<file path="src/rtl/imem_loader.sv">
// imem_loader: fills word-addressed instruction memory from a framed byte
// stream (LEN_LO, LEN_HI, 4*N payload bytes little-endian, CSUM = XOR of
// payload) and holds the core in reset until a load finishes with a good
// checksum.
module imem_loader #(
  parameter int ISIZE = 32,
  parameter int AW    = 8,
  parameter int DEPTH = 256
) (
  input  logic             clk,
  input  logic             rst,
  input  logic             start,
  input  logic             byte_valid,
  input  logic [7:0]       byte_data,
  output logic             byte_ready,
  output logic             imem_we,
  output logic [AW-1:0]    imem_waddr,
  output logic [ISIZE-1:0] imem_wdata,
  output logic             core_rst,
  output logic             busy,
  output logic             done,
  output logic             error
);

  localparam logic [2:0] S_IDLE = 3'd0;
  localparam logic [2:0] S_HDR0 = 3'd1;
  localparam logic [2:0] S_HDR1 = 3'd2;
  localparam logic [2:0] S_DATA = 3'd3;
  localparam logic [2:0] S_CSUM = 3'd4;
  localparam logic [2:0] S_DONE = 3'd5;
  localparam logic [2:0] S_ERR  = 3'd6;

  // Widened so a 16-bit length can be compared without truncation.
  localparam logic [16:0] DEPTH_W = 17'(DEPTH);

  logic [2:0]       state_reg, state_next;
  logic [15:0]      len_reg, len_next;
  logic [AW-1:0]    word_idx_reg, word_idx_next;
  logic [1:0]       byte_idx_reg, byte_idx_next;
  logic [7:0]       csum_reg, csum_next;

  logic             byte_ready_reg, byte_ready_next;
  logic             imem_we_reg, imem_we_next;
  logic [AW-1:0]    imem_waddr_reg, imem_waddr_next;
  logic [ISIZE-1:0] imem_wdata_reg, imem_wdata_next;
  logic             core_rst_reg, core_rst_next;
  logic             busy_reg, busy_next;
  logic             done_reg, done_next;
  logic             error_reg, error_next;

  logic             xfer;
  logic [15:0]      len_full;
  logic [23:0]      word_lo;

  // A byte moves only when the loader has advertised ready in this cycle.
  assign xfer     = byte_valid & byte_ready_reg;
  assign len_full = {byte_data, len_reg[7:0]};

  // Byte lanes 0..2 of the word under assembly; lane 3 goes straight out
  // with the write so no storage is needed for it.
  for (genvar gi = 0; gi < 3; gi++) begin : g_lane
    logic [7:0] lane_reg;
    // Capture the payload byte whose position in the word matches this lane.
    always_ff @(posedge clk) begin
      if (rst) begin
        lane_reg <= 8'h00;
      end else if (state_reg == S_DATA && xfer && byte_idx_reg == 2'(gi)) begin
        lane_reg <= byte_data;
      end
    end
  end

  assign word_lo = {g_lane[2].lane_reg, g_lane[1].lane_reg, g_lane[0].lane_reg};

  // Frame parser: next state, counters, checksum and memory write request.
  always_comb begin
    state_next      = state_reg;
    len_next        = len_reg;
    word_idx_next   = word_idx_reg;
    byte_idx_next   = byte_idx_reg;
    csum_next       = csum_reg;
    imem_we_next    = 1'b0;
    imem_waddr_next = imem_waddr_reg;
    imem_wdata_next = imem_wdata_reg;

    case (state_reg)
      S_IDLE, S_DONE, S_ERR: begin
        if (start) state_next = S_HDR0;
      end
      S_HDR0: begin
        if (xfer) begin
          len_next[7:0] = byte_data;
          state_next    = S_HDR1;
        end
      end
      S_HDR1: begin
        if (xfer) begin
          len_next = len_full;
          if (len_full == 16'd0 || {1'b0, len_full} > DEPTH_W) begin
            state_next = S_ERR;
          end else begin
            word_idx_next = '0;
            byte_idx_next = 2'd0;
            csum_next     = 8'h00;
            state_next    = S_DATA;
          end
        end
      end
      S_DATA: begin
        if (xfer) begin
          csum_next     = csum_reg ^ byte_data;
          byte_idx_next = byte_idx_reg + 2'd1;
          if (byte_idx_reg == 2'd3) begin
            imem_we_next    = 1'b1;
            imem_waddr_next = word_idx_reg;
            imem_wdata_next = {byte_data, word_lo};
            word_idx_next   = word_idx_reg + 1'b1;
            // Last word of the frame: only the checksum byte remains.
            if (16'(word_idx_reg) == len_reg - 16'd1) state_next = S_CSUM;
          end
        end
      end
      S_CSUM: begin
        if (xfer) state_next = (byte_data == csum_reg) ? S_DONE : S_ERR;
      end
      default: state_next = S_IDLE;
    endcase
  end

  // Status outputs are decoded from the next state so they are registered
  // alongside it and change on the same edge as the state.
  always_comb begin
    byte_ready_next = (state_next == S_HDR0) || (state_next == S_HDR1) ||
                      (state_next == S_DATA) || (state_next == S_CSUM);
    busy_next       = byte_ready_next;
    done_next       = (state_next == S_DONE);
    error_next      = (state_next == S_ERR);
    core_rst_next   = (state_next != S_DONE);
  end

  // State and output registers; reset drops any write about to be issued.
  always_ff @(posedge clk) begin
    if (rst) begin
      state_reg      <= S_IDLE;
      len_reg        <= 16'd0;
      word_idx_reg   <= '0;
      byte_idx_reg   <= 2'd0;
      csum_reg       <= 8'h00;
      byte_ready_reg <= 1'b0;
      imem_we_reg    <= 1'b0;
      imem_waddr_reg <= '0;
      imem_wdata_reg <= '0;
      core_rst_reg   <= 1'b1;
      busy_reg       <= 1'b0;
      done_reg       <= 1'b0;
      error_reg      <= 1'b0;
    end else begin
      state_reg      <= state_next;
      len_reg        <= len_next;
      word_idx_reg   <= word_idx_next;
      byte_idx_reg   <= byte_idx_next;
      csum_reg       <= csum_next;
      byte_ready_reg <= byte_ready_next;
      imem_we_reg    <= imem_we_next;
      imem_waddr_reg <= imem_waddr_next;
      imem_wdata_reg <= imem_wdata_next;
      core_rst_reg   <= core_rst_next;
      busy_reg       <= busy_next;
      done_reg       <= done_next;
      error_reg      <= error_next;
    end
  end

  assign byte_ready = byte_ready_reg;
  assign imem_we    = imem_we_reg;
  assign imem_waddr = imem_waddr_reg;
  assign imem_wdata = imem_wdata_reg;
  assign core_rst   = core_rst_reg;
  assign busy       = busy_reg;
  assign done       = done_reg;
  assign error      = error_reg;

endmodule

</file>
<file path="config.mk">
export PLATFORM = sky130hd
export DESIGN_NAME = imem_loader
export DESIGN_NICKNAME = d
export VERILOG_FILES = /design/src/rtl/imem_loader.sv
export SDC_FILE = /design/constraint.sdc
export NUM_CORES = 1
export LEC_CHECK = 0
export ABC_AREA = 1
export ABC_CLOCK_PERIOD_IN_PS = 2450
export CORE_ASPECT_RATIO = 0.6
export CORE_MARGIN = 8
export CORE_UTILIZATION = 38
export CTS_CLUSTER_SIZE = 25
export DETAILED_ROUTE_END_ITERATION = 8
export GPL_ROUTABILITY_DRIVEN = 0
export SLEW_MARGIN = 20
export SYNTH_ARGS = -nofsm -noshare
export SYNTH_HDL_FRONTEND = slang
export SYNTH_SLANG_ARGS = --single-unit
</file>
<file path="constraint.sdc">
create_clock -name clk -period 2.45 [get_ports clk]
set_input_delay 0.6125 -clock clk [delete_from_list [all_inputs] [get_ports clk]]
set_output_delay 0.6125 -clock clk [all_outputs]
set_load 0.01 [all_outputs]
</file>
==> After elaboration in Yosys (flattened, before gate mapping) <==
Index checks and enable logic that the tools add are counted.
{ "totals": {"regBits": 106, "output_inout_bits": 46, "elab_cells": 90} }
{ "classes": {"add_sub_neg": 3, "magnitude_cmp": 1, "eq_ne": 22, "n_mux": 24, "n_bitwise": 5, "n_reduce_logical": 19} }
{ "op_table": {"columns": ["operator", "n"], "rows": [
  ["$mux 8", 6],
  ["$pmux 8 s2", 3],
  ["$mux 3", 8],
  ["$eq 3x3->1 const B", 6],
  ["$eq 8x16->1", 1],
  ["$gt 16x9->1 const B", 1],
  ["$logic_not 16->1", 1],
  ["$sub 16x1->16 const B", 1],
  ["$pmux 3 s5", 1],
  ["$eq 3x2->1 const B", 4],
  ["$add 8x1->8 const B", 1],
  ["$eq 8x8->1", 1],
  ["$mux 2", 4],
  ["$xor 8x8->8", 1],
  ["$eq 3x1->1 const B", 2],
  ["$ne 2x2->1 const B", 3],
  ["$reduce_and 3->1", 2],
  ["$reduce_or 3->1", 2],
  ["$reduce_and 5->1", 1],
  ["$eq 2x2->1 const B", 2],
  ["$logic_and 1x1->1", 4],
  ["$logic_or 1x1->1", 4],
  ["$pmux 2 s2", 1],
  ["$reduce_and 4->1", 1],
  ["11 further kinds", 13]
]} }

==> Logic depth before layout (Yosys ltp) <==
Gate-level depths: netlist of the first run.
{ "logic_depth": {"word_depth": 10, "mapped_depth": 18} }

==> Least setup slack after synthesis of the first run <==
Ideal clock, no wire load.
{ "synth_path": {"kind": "input to register", "start": "input port byte_data[4]", "end": "register word_idx_reg[4]", "setup_ns": 0.118, "arrival_time_ns": 1.856, "t_required_ns": 2.332, "setup_slack_ns": 0.476, "path_stages": 9, "n_path_buf": 1, "path_cell_list": "clkbuf_1 > nor4_2 > nand4_2 > nand2_4 > nand2_2 > nor2_2 > nand2_1 > xor2_1 > nor2_1"} }
{ "synth_between": {"elab_chain_len": 4, "word_cells_on_any_way": 5, "cone_classes": "1 x order compare; 1 x eq/ne; 3 x reduce/logical"} }
{ "synth_lines": {"columns": ["item", "line_no", "source"], "rows": [
  ["start: declaration", "14", "input logic [7:0] byte_data,"],
  ["$gt 16x9->1 or $logic_not 16->1 (tied branches)", "99", "if (len_full == 16'd0 || {1'b0, len_full} > DEPTH_W) begin"],
  ["$logic_or 1x1->1 (*)", "99", null],
  ["$ne 2x2->1 (no source line) (*)", null, null],
  ["$reduce_and 5->1 (no source line) (*)", null, null],
  ["end signal: assignment", "160", "word_idx_reg <= word_idx_next;"],
  ["end: declaration", "38", "logic [AW-1:0] word_idx_reg, word_idx_next;"]
]} }
Mark *: on every way between the ends. The rest lies on a longest branch, timed or not.
A chain may end at the register's enable or synchronous reset.

==> Worst setup path in the final report of the first run <==
{ "layout_path": {"start": "input port byte_valid", "end": "register core_rst_reg, in the netlist core_rst"} }
{ "layout_between": {"elab_chain_len": 4, "word_cells_on_any_way": 7, "cone_classes": "1 x eq/ne; 5 x mux; 1 x bitwise"} }
{ "layout_lines": {"columns": ["item", "line_no", "source"], "rows": [
  ["start: declaration", "13", "input logic byte_valid,"],
  ["$and 1x1->1 (*)", "56", "assign xfer = byte_valid & byte_ready_reg;"],
  ["$mux 3 (on tied branches)", null, null],
  ["$pmux 3 s5 (*)", "86", "case (state_reg)"],
  ["$ne 3x3->1 (*)", "138", "core_rst_next = (state_next != S_DONE);"],
  ["end signal: assignment", "167", "core_rst_reg <= core_rst_next;"],
  ["end: declaration", "46", "logic core_rst_reg, core_rst_next;"]
]} }
Marks and branches as above.

==> results of run 1 <==
[report_power, final]
part	total [mW]	switching, mW	internal [mW]
Combinational	0.419	0.257	0.163
Sequential	1.75	0.0164	1.74
Clock	1.46	0.656	0.806
[cell type report]
type	instances	area, um^2	area share, %
clock buffer	10	229	3.82
clock inverter	6	72.6	1.21
inverter	55	209	3.49
multi-input combinational	456	2310	38.5
sequential	106	2120	35.4
tap	165	206	3.45
timing repair buffer	88	841	14.0
[placed cells by master, fill, tap and decap left out, types with 2 or more instances in the layout]
master / n
a21oi_1: 63
ha_1: 5
buf_12: 3
nand4_1: 4
o21ai_0: 69
nor2_4: 5
xor2_1: 8
nand3_2: 2
dfxtp_1: 106
and2_1: 2
inv_2: 8
inv_1: 45
clkinv_4: 2
nand2_4: 2
buf_4: 28
nand3_1: 34
nand2_1: 106
nand2_2: 9
a211oi_1: 2
nor2_1: 102
clkdlybuf4s50_1: 57
nor2_2: 7
o21ai_1: 2
clkbuf_16: 9
nor3_1: 7
o211a_1: 6
xnor2_1: 9
[through the flow]
stage          hold WS (ps)  TNS (ps)  area [um^2]
2_1_floorplan           430         0         4790
3_3_place_gp            442      -106         5670
3_5_place_dp            445      -377         5670
4_1_cts                 457         0         5970
5_1_grt                 480         0         5990
6_report                457         0         5990
[cell families after synthesis]
kind of cell | share of synthesized area (%)
AND/OR/NAND/NOR | 27.0
flip-flops | 44.3
AO/OA/AOI/OAI | 16.2
XOR/XNOR | 3.11
buffers and inverters | 7.74
adder cells (fa/ha/maj) | 1.57
[worst max-delay path, stage by stage]
cell and delay [ps]:
clkdlybuf4s50_1 450, nand2_1 120, nor2_1 160, nand3_1 80, nor2_1 90, nand2_1 60
nor2_1 120, nand2_1 70, nor2_2 130, nand3_1 120, a21oi_2 240, nand2_2 80
inv_2 70, nand2_2 60
[routing by layer]
metal	routed length, um	GRT usage (%)
met1	6870	24.1
met2	5100	23.2
met3	966	4.63
met4	99	3.26
met5	0	0
[worst min path at each step]
stage	from	to	slack (ps)	cells past startpoint
after detailed placement	g_lane[2].lane_reg[7]$_SDFFE_PP0P_	imem_wdata[23]$_SDFFE_PP0P_	450	2
after global placement	g_lane[2].lane_reg[7]$_SDFFE_PP0P_	imem_wdata[23]$_SDFFE_PP0P_	440	2
after CTS	g_lane[2].lane_reg[7]$_SDFFE_PP0P_	imem_wdata[23]$_SDFFE_PP0P_	460	2
after global routing	g_lane[1].lane_reg[4]$_SDFFE_PP0P_	g_lane[1].lane_reg[4]$_SDFFE_PP0P_	480	2
final	g_lane[0].lane_reg[6]$_SDFFE_PP0P_	imem_wdata[6]$_SDFFE_PP0P_	460	2
after floorplan	g_lane[2].lane_reg[0]$_SDFFE_PP0P_	g_lane[2].lane_reg[0]$_SDFFE_PP0P_	430	2
[timing repair]
action	4_1_cts	5_1_grt
endpoints found under the hold margin	0	0
hold buffers	0	0
gates resized for setup	0	2
setup endpoints to repair	0	4
==> summary.md, run 1 <==
| Metric | Value |
|---|---|
| Syn Area/Cell | `7.32 um^2` |
| Placement Setup Slack | `-119 ps` |
| Port bufs | `57` |
| Critical R2R Launch | `state_reg[1]$_SDFF_PP0_` |
| Final core utilization | `49.2%` |
| Gate Count Post-Synth | `654` |
| Slew HR | `74.3%` |
| Max frequency | `449 MHz` |
| # IOs | `58` |
| Antenna Diode Count | `0` |
| CP startpoint kind | `input pin` |
| Slew @ Worst Pin | `384 ps` |
| Post-synthesis sequential area ratio | `44.3%` |
| Die Y | `103 um` |
| Share of post-route cells with drive strength above 1 | `12.1%` |
| Pleak | `2.40 nW` |
| Worst vdd ir | `0.343 mV` |
| Initial antenna violation count | `0` |
| Crit path to | `core_rst$_SDFF_PP1_` |
| Unrepaired setup endpoints after global routing | `no` |
| Critical path class | `input pin to register` |
| # clock sinks | `106` |
| Core Area | `0.0122 mm^2` |
| Status | `completed` |
| R2R Setup Slk | `260 ps` |
| Total power | `3.63 mW` |
| TritonCTS clock tree | `built` |
| Final setup fails | `0` |
| Drt wl/cell | `14.7 um` |
| Pwr/cell area | `607 mW/mm^2` |
| DRT iter0 DRCs | `344` |
| Worst-Skew Late Latency | `350 ps` |
| Remaining antenna violation count | `0` |
| # DRC | `0` |
| Clk_skew | `9.12 ps` |
| Worst-path maximum fanout | `3` |
| Syn_nets | `672` |
| Routed vias/inst | `4.95` |
| Top cell type's share of synthesized area | `44.3%` |
| Detailed Place HPWL | `9.70 mm` |
| Fin worst setup slack | `222 ps` |
| Crit path arrival time | `2460 ps` |
| Ys flop type | `dfxtp_1` |
| Nets | `734` |
| Clock Tree Buf Depth | `2` |
| Area grow syn2layout | `25.1%` |
| Post-Syn Area | `0.00479 mm^2` |
| Tot GR Track Use | `16.4%` |
| Top post-synthesis cells by count | `dfxtp_1, nand2_1, nor2_1` |
| Tmin final | `2230 ps` |
| CTS root buffer | `clkbuf_16` |
| Top post-synthesis cells by area | `dfxtp_1, nand2_1, nor2_1, o21ai_0, a21oi_1` |
| Largest net degree at the start of global routing | `74` |
| Min-delay worst type | `register to register` |
| Cells after DPL | `870` |
| First-pass GRT wire length | `21.9 mm` |
| Routed WL | `13.0 mm` |
| Non-filler instance count after layout | `886` |
| CP required | `2690 ps` |
| Via count | `4382` |
| Total CTS buffers | `9` |
| Final period util | `90.9%` |
| Max Cap Viol | `0` |
| Filler instances | `1220` |
| # rows | `31` |
| Crit path from | `byte_valid` |
| Max-slew violations | `0` |
| Reg2Reg Depth | `8` |
| Die footprint | `0.0166 mm^2` |
| Crit path capture type | `register` |
| CTS H-tree depth | `3` |
| Biggest area consumer among synthesized cells | `dfxtp_1` |
| Seq cells post-synth | `106` |
| Vias in the first global route | `4231` |
| # Post-CTS Setup Buffers | `0` |
| FFs w/ async S/R, synth | `0%` |
| Critical R2R Capture | `g_lane[2].lane_reg[0]$_SDFFE_PP0P_` |
| Number of synthesized flops with an enable pin | `0` |
| Synth unique cells | `39` |
| Die W | `161 um` |
| Register clock-pin slew on the reported worst setup and hold paths | `70 ps` |
| Overflow after GRT | `0` |
| Max reg flops | `32` |
| Yosys warnings | `0` |
| Starting Density | `39.3%` |
| Hold Vio Cnt, Final | `0` |
| First-pass DRT Iterations | `5` |
Power figures use the tool's default switching activity.
==> run 2: changes to the inputs <==
--- a/config.mk
+++ b/config.mk
@@ -5,11 +5,11 @@
 export SDC_FILE = /design/constraint.sdc
 export NUM_CORES = 1
 export LEC_CHECK = 0
-export ABC_AREA = 1
 export ABC_CLOCK_PERIOD_IN_PS = 2450
 export CORE_ASPECT_RATIO = 0.6
 export CORE_MARGIN = 8
 export CORE_UTILIZATION = 38
+export CTS_CLUSTER_DIAMETER = 40
 export CTS_CLUSTER_SIZE = 25
 export DETAILED_ROUTE_END_ITERATION = 8
 export GPL_ROUTABILITY_DRIVEN = 0
@@ -17,3 +17,4 @@
 export SYNTH_ARGS = -nofsm -noshare
 export SYNTH_HDL_FRONTEND = slang
 export SYNTH_SLANG_ARGS = --single-unit
+export TNS_END_PERCENT = 100
==> run 2 against run 1 <==
The flow now finishes with violations (setup timing). Flip-flop and latch count is the same. Clock power is essentially flat. Area after synthesis shrank 2.4%. Critical path depth shrank 7. Setup slack lost 350 ps. Die area shrank 2.1%. Via count shrank 0.52%. Combinational power shrank 26%. Cell area grew 3.5%. Sequential share of layout area shrank 1.2 points. Critical path type is now register to register.
==> summary.md, run 2 <==
| Metric | Value |
|---|---|
| Status | `finished with violations` |
| Violated checks | `setup timing` |
| Pwr/cell area | `562 mW/mm^2` |
| Worst vdd ir | `0.329 mV` |
| Most common cell in the netlist | `nand2_1` |
| Synth unique cells | `54` |
| Total CTS buffers | `9` |
| First-pass GRT wire length | `22.1 mm` |
| Top post-synthesis cells by area | `dfxtp_1, nand2_1, a21oi_1, nor2_1, clkbuf_1` |
| Seq cells post-synth | `106` |
| Min-delay worst type | `register to register` |
| # IOs | `58` |
| Overflow after GRT | `0` |
| Initial antenna violation count | `0` |
| Die Y | `102 um` |
| Worst-Skew Late Latency | `350 ps` |
| Gate Count Post-Synth | `588` |
| Yosys warnings | `0` |
| Reg2Reg Depth | `7` |
| CP startpoint kind | `register` |
| Syn_nets | `606` |
| Ys flop type | `dfxtp_1` |
| Slew @ Worst Pin | `741 ps` |
| # rows | `31` |
| Grt met1 use | `24.3%` |
| Tot GR Track Use | `16.9%` |
| Vias in the first global route | `4188` |
| Hold Crit Depth | `2` |
| # clock sinks | `106` |
| First-pass DRT Iterations | `5` |
| Area grow syn2layout | `32.5%` |
| Post-Syn Area | `0.00467 mm^2` |
| Fin area | `0.00620 mm^2` |
| TritonCTS clock tree | `built` |
| Syn Area/Cell | `7.95 um^2` |
| Worst-path maximum fanout | `8` |
| Non-filler instance count after layout | `834` |
| Most common cell after layout, fill and taps aside | `nand2_1` |
| Tmin final | `2570 ps` |
| Antenna Diode Count | `0` |
| Clk_skew | `4.40 ps` |
| Remaining antenna violation count | `0` |
| Final setup fails | `5` |
| Critical R2R Launch | `len_reg[0]$_SDFFE_PP0P_` |
| Post-synthesis sequential area ratio | `45.4%` |
| Drt wl/cell | `16.2 um` |
| CP most frequent cell | `or4_4` |
| Die footprint | `0.0162 mm^2` |
| Highest-count cells in the layout ignoring fill and taps | `nand2_1, dfxtp_1, a21oi_1, buf_4, clkdlybuf4s50_1` |
| Cells after DPL | `817` |
| Crit path arrival time | `2800 ps` |
| Final period util | `105%` |
| Nets | `683` |
| CTS root buffer | `clkbuf_16` |
| Register clock-pin slew on the reported worst setup and hold paths | `70 ps` |
| R2R Setup Slk | `-120 ps` |
| CP required | `2670 ps` |
| Share of post-route cells with drive strength above 1 | `17.8%` |
| Crit path capture type | `register` |
| Core Area | `0.0120 mm^2` |
| Unrepaired setup endpoints after global routing | `yes` |
| Pleak | `2.16 nW` |
| # DRC | `0` |
| Filler instances | `1144` |
| Routed WL | `13.5 mm` |
| GR Util met3 | `5.15%` |
| Placement Setup Slack | `-734 ps` |
| Clock Tree Buf Depth | `2` |
| Area occupied by registers | `0.00212 mm^2` |
| Max reg flops | `32` |
| Max Cap Viol | `0` |
| Max-slew violations | `0` |
| Worst path cell trace | `buf_4 -> or4_4 -> or4_4 -> a211oi_2 -> nand4_1 -> o21ba_4 -> or3_1` |
| Hold path startpoint | `g_lane[2].lane_reg[2]$_SDFFE_PP0P_` |
| Hold Vio Cnt, Final | `0` |
| Detailed Place HPWL | `9.80 mm` |
| Dpl cell area | `0.00575 mm^2` |
| Max frequency | `388 MHz` |
| Most used routing layer | `met1` |
| Routed vias/inst | `5.23` |
| DRT iter0 DRCs | `251` |
| CTS H-tree depth | `3` |
| Top cell type's share of synthesized area | `45.4%` |
| Total power | `3.49 mW` |
| Top post-synthesis cells by count | `nand2_1, dfxtp_1, a21oi_1` |
| Slowest stage delay, CP | `540 ps` |
| Hold Path End | `imem_wdata[18]$_SDFFE_PP0P_` |
| Fin worst setup slack | `-125 ps` |
| Critical R2R Capture | `core_rst$_SDFF_PP1_` |
| Biggest area consumer among synthesized cells | `dfxtp_1` |
| Critical path class | `register to register` |
| Area of the multi-input gates | `0.00249 mm^2` |
| Largest net degree at the start of global routing | `73` |
| Starting Density | `38.9%` |
| Die W | `159 um` |
| Number of synthesized flops with an enable pin | `0` |
| FFs w/ async S/R, synth | `0%` |
| M2 GR Usage | `23.8%` |
| Via count | `4359` |
| Slew HR | `50.6%` |
| Port bufs | `57` |
| Slowest CP cell | `or4_4` |
-- run 2: cell count changes in the layout (fill, tap and decap cells not counted), moves of 5 or more --
cell	previous run	this run
clkdlybuf4s50_1	57	50
nor2_1	102	45
mux2i_1	0	15
nand2_1	106	119
inv_2	8	0
o21ai_0	69	12
o211a_1	6	0
nor2_4	5	0
nand3_1	34	28
a21oi_1	63	74
nand2_2	9	2
inv_1	45	10
buf_4	28	57
nor2_2	7	1
-- run 2: area by class of cell --
class | count | share of cell area [%]
Inverter | 12 | 0.808
Tap cell | 165 | 3.33
Clock buffer | 11 | 3.76
Timing Repair Buffer | 117 | 16.9
Multi-Input combinational cell | 419 | 40.1
Clock inverter | 4 | 0.828
Sequential cell | 106 | 34.3
-- run 2: power breakdown --
part	switching (mW)	total [mW]	leakage, nW	internal, mW
clock	0.637	1.43	0.136	0.790
combinational	0.174	0.310	1.17	0.136
sequential	0.0153	1.75	0.855	1.73
total	0.826	3.49	2.16	2.66
-- run 2: worst max-delay path, delay by kind of cell (launching register included) --
kind	cells	cell delay, ps
compound gates	2	490
buf+inv	1	160
flops	1	330
simple gates	4	1470
-- run 2: timing repair --
item / CTS / global route
gates resized for setup: 22 / 19
endpoints found under the setup margin: 24 / 23
setup buffers: 1 / 1
pin swaps: 10 / 8
hold buffers: 0 / 0
-- run 2: worst max-delay path by stage --
stage	from	end	slack (ps)	cells past startpoint
finish	len_reg[0]$_SDFFE_PP0P_	core_rst$_SDFF_PP1_	-120	7
global route	len_reg[1]$_SDFFE_PP0P_	core_rst$_SDFF_PP1_	-180	11
CTS	len_reg[1]$_SDFFE_PP0P_	core_rst$_SDFF_PP1_	-90	9
detailed placement	byte_valid	core_rst$_SDFF_PP1_	-730	9
global placement	byte_valid	core_rst$_SDFF_PP1_	-750	9
floorplan	len_reg[1]$_SDFFE_PP0P_	core_rst$_SDFF_PP1_	-250	12
-- run 2: logic make-up (layout without fill, tap and decap cells) --
family,Yosys count,count (layout),share of synthesized area (%)
AO/OA/AOI/OAI,117,117,14.5
flip-flops,106,106,45.4
adder cells (fa/ha/maj),7,7,1.82
multiplexers,15,15,3.21
buffers and inverters,63,144,5.62
XOR/XNOR,18,18,3.37
AND/OR/NAND/NOR,262,262,26.1
-- run 2: stage by stage --
step           utilization [%]  hold slack (ps)  setup TNS (ps)
6_report                  51.5              449            -263
5_1_grt                   51.5              477            -936
4_1_cts                   50.8              453            -200
3_5_place_dp              47.8              444          -12760
3_3_place_gp              47.8              445          -11680
2_1_floorplan                -              432            -632
-- run 2: metal layers --
layer	share of wire (%)	up-vias
met5	0	-
met4	1.1	0
met3	7.3	12
met2	39	140
met1	53	2053
li1	-	2154
